--- src/rtl/reg_arb_pkg.sv ---
// Shared types and width defaults for the register-bus arbiter.
package reg_arb_pkg;

  localparam int unsigned REG_ARB_ADDR_W = 6;
  localparam int unsigned REG_ARB_DATA_W = 8;

  typedef enum logic [1:0] {
    OWN_NONE,
    OWN_SPI,
    OWN_LOCAL
  } owner_t;

  typedef enum logic [1:0] {
    L_IDLE,
    L_ISSUE,
    L_ACK
  } lstate_t;

endpackage

--- src/rtl/reg_bus_arb.sv ---
// Arbitrates the PWM register-file port between the SPI decoder (always wins) and a local req/ack master.
// Optional write lock on LOCK_ADDR is enabled with `define REG_ARB_LOCK_EN.
module reg_bus_arb
  import reg_arb_pkg::*;
#(
  parameter int unsigned       ADDR_W    = REG_ARB_ADDR_W,
  parameter int unsigned       DATA_W    = REG_ARB_DATA_W,
  parameter logic [ADDR_W-1:0] LOCK_ADDR = ADDR_W'(6'h3F)
) (
  input  logic              clk,
  input  logic              rst_n,
  input  logic              s_read,
  input  logic              s_write,
  input  logic [ADDR_W-1:0] s_addr,
  input  logic [DATA_W-1:0] s_wdata,
  output logic [DATA_W-1:0] s_rdata,
  output logic              s_rvalid,
  input  logic              m_req,
  input  logic              m_we,
  input  logic [ADDR_W-1:0] m_addr,
  input  logic [DATA_W-1:0] m_wdata,
  output logic              m_ack,
  output logic [DATA_W-1:0] m_rdata,
  output logic              m_err,
  output logic              rf_read,
  output logic              rf_write,
  output logic [ADDR_W-1:0] rf_addr,
  output logic [DATA_W-1:0] rf_wdata,
  input  logic [DATA_W-1:0] rf_rdata
);

  lstate_t lstate;
  owner_t  owner;
  logic    lock;
  logic    l_err;
  logic    s_strobe;
  logic    l_grant;
  logic    l_blocked;

  assign s_strobe  = s_read | s_write;
  assign l_grant   = (lstate == L_IDLE) && m_req && !s_strobe;
  assign l_blocked = m_we && lock;

`ifdef REG_ARB_LOCK_EN
  // SPI writes to LOCK_ADDR still reach the register file; bit 0 also shadows into the lock.
  always_ff @(posedge clk or negedge rst_n) begin
    if (!rst_n) begin
      lock <= 1'b0;
    end else if (s_write && (s_addr == LOCK_ADDR)) begin
      lock <= s_wdata[0];
    end
  end
`else
  assign lock = 1'b0;
`endif

  always_ff @(posedge clk or negedge rst_n) begin
    if (!rst_n) begin
      lstate   <= L_IDLE;
      owner    <= OWN_NONE;
      l_err    <= 1'b0;
      s_rdata  <= '0;
      s_rvalid <= 1'b0;
      m_ack    <= 1'b0;
      m_rdata  <= '0;
      m_err    <= 1'b0;
      rf_read  <= 1'b0;
      rf_write <= 1'b0;
      rf_addr  <= '0;
      rf_wdata <= '0;
    end else begin
      rf_read  <= 1'b0;
      rf_write <= 1'b0;
      s_rvalid <= 1'b0;
      m_ack    <= 1'b0;
      m_err    <= 1'b0;
      owner    <= OWN_NONE;

      if (owner == OWN_SPI && rf_read) begin
        s_rdata  <= rf_rdata;
        s_rvalid <= 1'b1;
      end

      // Both SPI strobes together collapse to a write, so rf_read and rf_write never coincide.
      if (s_strobe) begin
        owner   <= OWN_SPI;
        rf_addr <= s_addr;
        if (s_write) begin
          rf_write <= 1'b1;
          rf_wdata <= s_wdata;
        end else begin
          rf_read <= 1'b1;
        end
      end else if (l_grant) begin
        owner <= OWN_LOCAL;
        l_err <= l_blocked;
        if (!l_blocked) begin
          rf_addr <= m_addr;
          if (m_we) begin
            rf_write <= 1'b1;
            rf_wdata <= m_wdata;
          end else begin
            rf_read <= 1'b1;
          end
        end
      end

      case (lstate)
        L_IDLE: begin
          if (l_grant) lstate <= L_ISSUE;
        end
        L_ISSUE: begin
          lstate <= L_ACK;
          m_ack  <= 1'b1;
          m_err  <= l_err;
          if (rf_read) m_rdata <= rf_rdata;
        end
        L_ACK: begin
          lstate <= L_IDLE;
        end
        default: begin
          lstate <= L_IDLE;
        end
      endcase
    end
  end

endmodule

--- config.mk ---
export PLATFORM = sky130hd
export DESIGN_NAME = reg_bus_arb
export DESIGN_NICKNAME = d
export VERILOG_FILES = /design/src/rtl/reg_arb_pkg.sv /design/src/rtl/reg_bus_arb.sv
export SDC_FILE = /design/constraint.sdc
export NUM_CORES = 1
export LEC_CHECK = 0
export CAP_MARGIN = 30
export CORE_MARGIN = 1
export CORE_UTILIZATION = 35
export CTS_BUF_LIST = sky130_fd_sc_hd__clkbuf_4 sky130_fd_sc_hd__clkbuf_8
export CTS_CLUSTER_SIZE = 40
export DETAILED_ROUTE_END_ITERATION = 8
export PLACE_DENSITY = 0.68
export SYNTH_ARGS = -nofsm -noshare
export SYNTH_HDL_FRONTEND = slang
export SYNTH_SLANG_ARGS = --single-unit
export TNS_END_PERCENT = 50
--- constraint.sdc ---
create_clock -name clk -period 2.7 [get_ports clk]
set_clock_uncertainty 0.1 [all_clocks]
set_input_delay 0.54 -clock clk [delete_from_list [all_inputs] [get_ports clk]]
set_output_delay 0.54 -clock clk [all_outputs]
set_load 0.01 [all_outputs]
==> flow_metrics.py <==
metrics = {
    "run_status": {
        "status": "complete, no violations",
    },
    "clock_tree": {
        "clock_latency_ns": 0.28,
        "cts_resized": 0,
        "hold_buffers": 0,
        "ctsHtreeMaxLevel": 2,
        "cts_setup_buffers": 0,
        "cts_tree": "yes",
        "clockRootBuffer": "clkbuf_8",
        "numCtsBuffers": 5,
        "clock_path_buffers": 2,
        "cts.clk_slew.worst_paths_ns": 0.07,
        "cts.sinks": 38,
    },
    "critical_path": {
        "critPathMaxFanout": 18,
        "worstPathArrival_ns": 1.98,
        "rr_worst_depth": 3,
        "worstSetupEndpointType": "flip-flop",
        "crit_required_ns": 2.77,
        "worstSetupPathType": "in2reg",
        "cp-start-kind": "input port",
    },
    "synthesis": {
        "synth_fp_nets": 171,
        "seq_area_frac_synth": 0.6159,
        "synth_edf_count": 0,
        "syn_inst": 129,
        "synth_ff_type": "dfrtp_1",
        "ys_top_cells_by_count": "38 x dfrtp_1, 16 x mux2_2, 14 x a31oi_1",
        "synth_top_area_cell": "dfrtp_1",
        "synth_area_sq_um": 1544,
        "synth_warnings": 0,
        "synth_top_cell_area_share": 0.6159,
        "synth.distinct_cells": 22,
        "syn_avg_cell_area_sq_um": 11.97,
        "async_reset_ff_frac": 1.000,
        "ys_seq_elements": 38,
        "yosysMostFrequentCell": "dfrtp_1",
        "synthTopCellsByArea": "dfrtp_1 62%, mux2_2 12%, a31oi_1 5.7%",
    },
    "floorplanning": {
        "initial_core_util": 0.3752,
        "rows": 23,
        "dieWidth_um": 68.42,
        "core_sq_um": 4115,
        "io-pin-count": 77,
        "die_area_sq_um": 4681,
        "die_h_um": 68.42,
    },
    "global_route": {
        "overflow": 0,
        "grt_util_met1": 0.1960,
        "use_met2": 0.2929,
        "busiest_layer": "met2",
        "grt_max_degree": 39,
        "met3_usage": 0.06667,
        "gr-usage-all-layers": 0.1739,
        "grt_pass1_vias": 1271,
        "antenna_found_initial": 0,
        "grt_pass1_wl_mm": 5.699,
    },
    "routing": {
        "dr.pass1.iters": 4,
        "drc": 0,
        "antenna_left": 0,
        "via_count": 1307,
        "wl_per_cell_um": 14.34,
        "via_per_inst": 5.125,
        "first_iter_violations": 43,
        "wirelength_mm": 3.656,
    },
    "final_layout": {
        "stdcell_area_sq_um": 2406,
        "layout-drive-gt1-share": 0.1366,
        "syn2layout_area_growth_pct": 55.83,
        "final_nets": 247,
        "diodes": 0,
        "fill_cells": 344,
    },
    "job": {
        "max_cap_violations": 0,
    },
    "placed_design": {
        "postPlaceCellArea_sq_um": 2322,
        "place.gp.congestion": 0.6848,
        "hpwl_mm": 2.699,
        "numPortBuffers": 75,
    },
    "power_and_ir_drop": {
        "ir_drop_mv": 0.2869,
        "p_per_area_nw_per_um2": 617.2,
        "p_leak_uw": 0.001009,
    },
    "timing": {
        "worst_pin_slew_ns": 0.8173,
        "finalHoldViolations": 0,
        "final.setup.tns_ns": 0,
        "fin_crit_ns": 1.917,
        "max_freq_mhz": 521.7,
        "relSlewSlack": 0.4551,
        "maxSlewViolCount": 0,
        "finalSetupViolCount": 0,
        "period_share": 0.7100,
        "rsz0062_at_grt": "false",
    },
    "hold_path": {
        "min_path_type": "in2async",
    },
}
## layout make-up
| cell class | instances | area, sq um | share of cell area |
|---|---|---|---|
| Sequential cell | 38 | 950.9 | 0.3952 |
| Inverter | 3 | 11.26 | 0.004680 |
| Tap cell | 50 | 62.56 | 0.02600 |
| Timing Repair Buffer | 77 | 760.7 | 0.3162 |
| Clock buffer | 7 | 83.83 | 0.03484 |
| Multi-Input combinational cell | 80 | 536.8 | 0.2231 |
## through the flow
step	worst slack, ns	total power, uW	instances	utilization	hold slack, ns
floorplan	1.195	859.9	129	-	0.1444
global placement	0.5091	1109	248	0.5643	0.3864
detailed placement	0.4726	1123	248	0.5643	0.3911
CTS	0.7822	1504	255	0.5847	0.2802
global route	0.7170	1568	255	0.5847	0.3127
finish	0.7831	1485	255	0.5847	0.2500
## cell usage in the layout, fill, tap and decap left out, types with 2 or more instances in the layout
cell / synthesis / routed
clkbuf_4: 0 / 2
mux2_2: 16 / 16
nor2_1: 10 / 10
a31oi_1: 14 / 14
o21ai_1: 8 / 8
clkbuf_8: 0 / 5
clkdlybuf4s50_1: 0 / 74
buf_4: 1 / 2
dfrtp_1: 38 / 38
inv_1: 3 / 3
nand2_1: 13 / 13
a2bb2oi_1: 7 / 7
nor2b_1: 3 / 3
## kinds of logic (layout without fill, tap and decap cells)
family	count (synthesis)	after routing	synth area share
mux	16	16	0.1167
compound gates	31	31	0.1305
buf+inv	11	87	0.03646
simple gates	32	32	0.09806
other cells	1	1	0.002429
flops	38	38	0.6159
## per-layer routing
metal  vias up  routed length (um)
li1        603                   -
met1       622                1491
met2        75                1768
met3         7                 348
met4         0                  47
met5         -                   0
## where the power goes
group	internal, uW	switching [uW]
Sequential	653	43.7
Clock	198	180
Combinational	258	151
## sequential cells by signal, summed over array words and instances (netlist names)
signal and count:
owner 2, rf_write 1, s_rvalid 1, s_rdata 8, lstate 2, m_ack 1, rf_wdata 8, rf_read 1
rf_addr 6, m_rdata 8
## worst paths after layout
check	start	slack, ns	to
setup / recovery	m_req	0.78	rf_wdata[3]$_DFFE_PN0P_
hold / removal	rst_n	0.25	s_rdata[2]$_DFFE_PN0P_
setup reg to reg	lstate[0]$_DFFE_PN0P_	1.06	rf_wdata[3]$_DFFE_PN0P_
hold reg to reg	lstate[1]$_DFFE_PN0P_	0.40	lstate[1]$_DFFE_PN0P_
max in group asynchronous	rst_n	1.73	m_rdata[5]$_DFFE_PN0P_
min in group clk	lstate[1]$_DFFE_PN0P_	0.40	lstate[1]$_DFFE_PN0P_
## worst max-delay path, stage by stage
cell and delay (ns):
clkdlybuf4s50_1 0.47, or3b_1 0.63, o21ai_0 0.26, a2bb2oi_1 0.09
(Power assumes the default switching activity.)
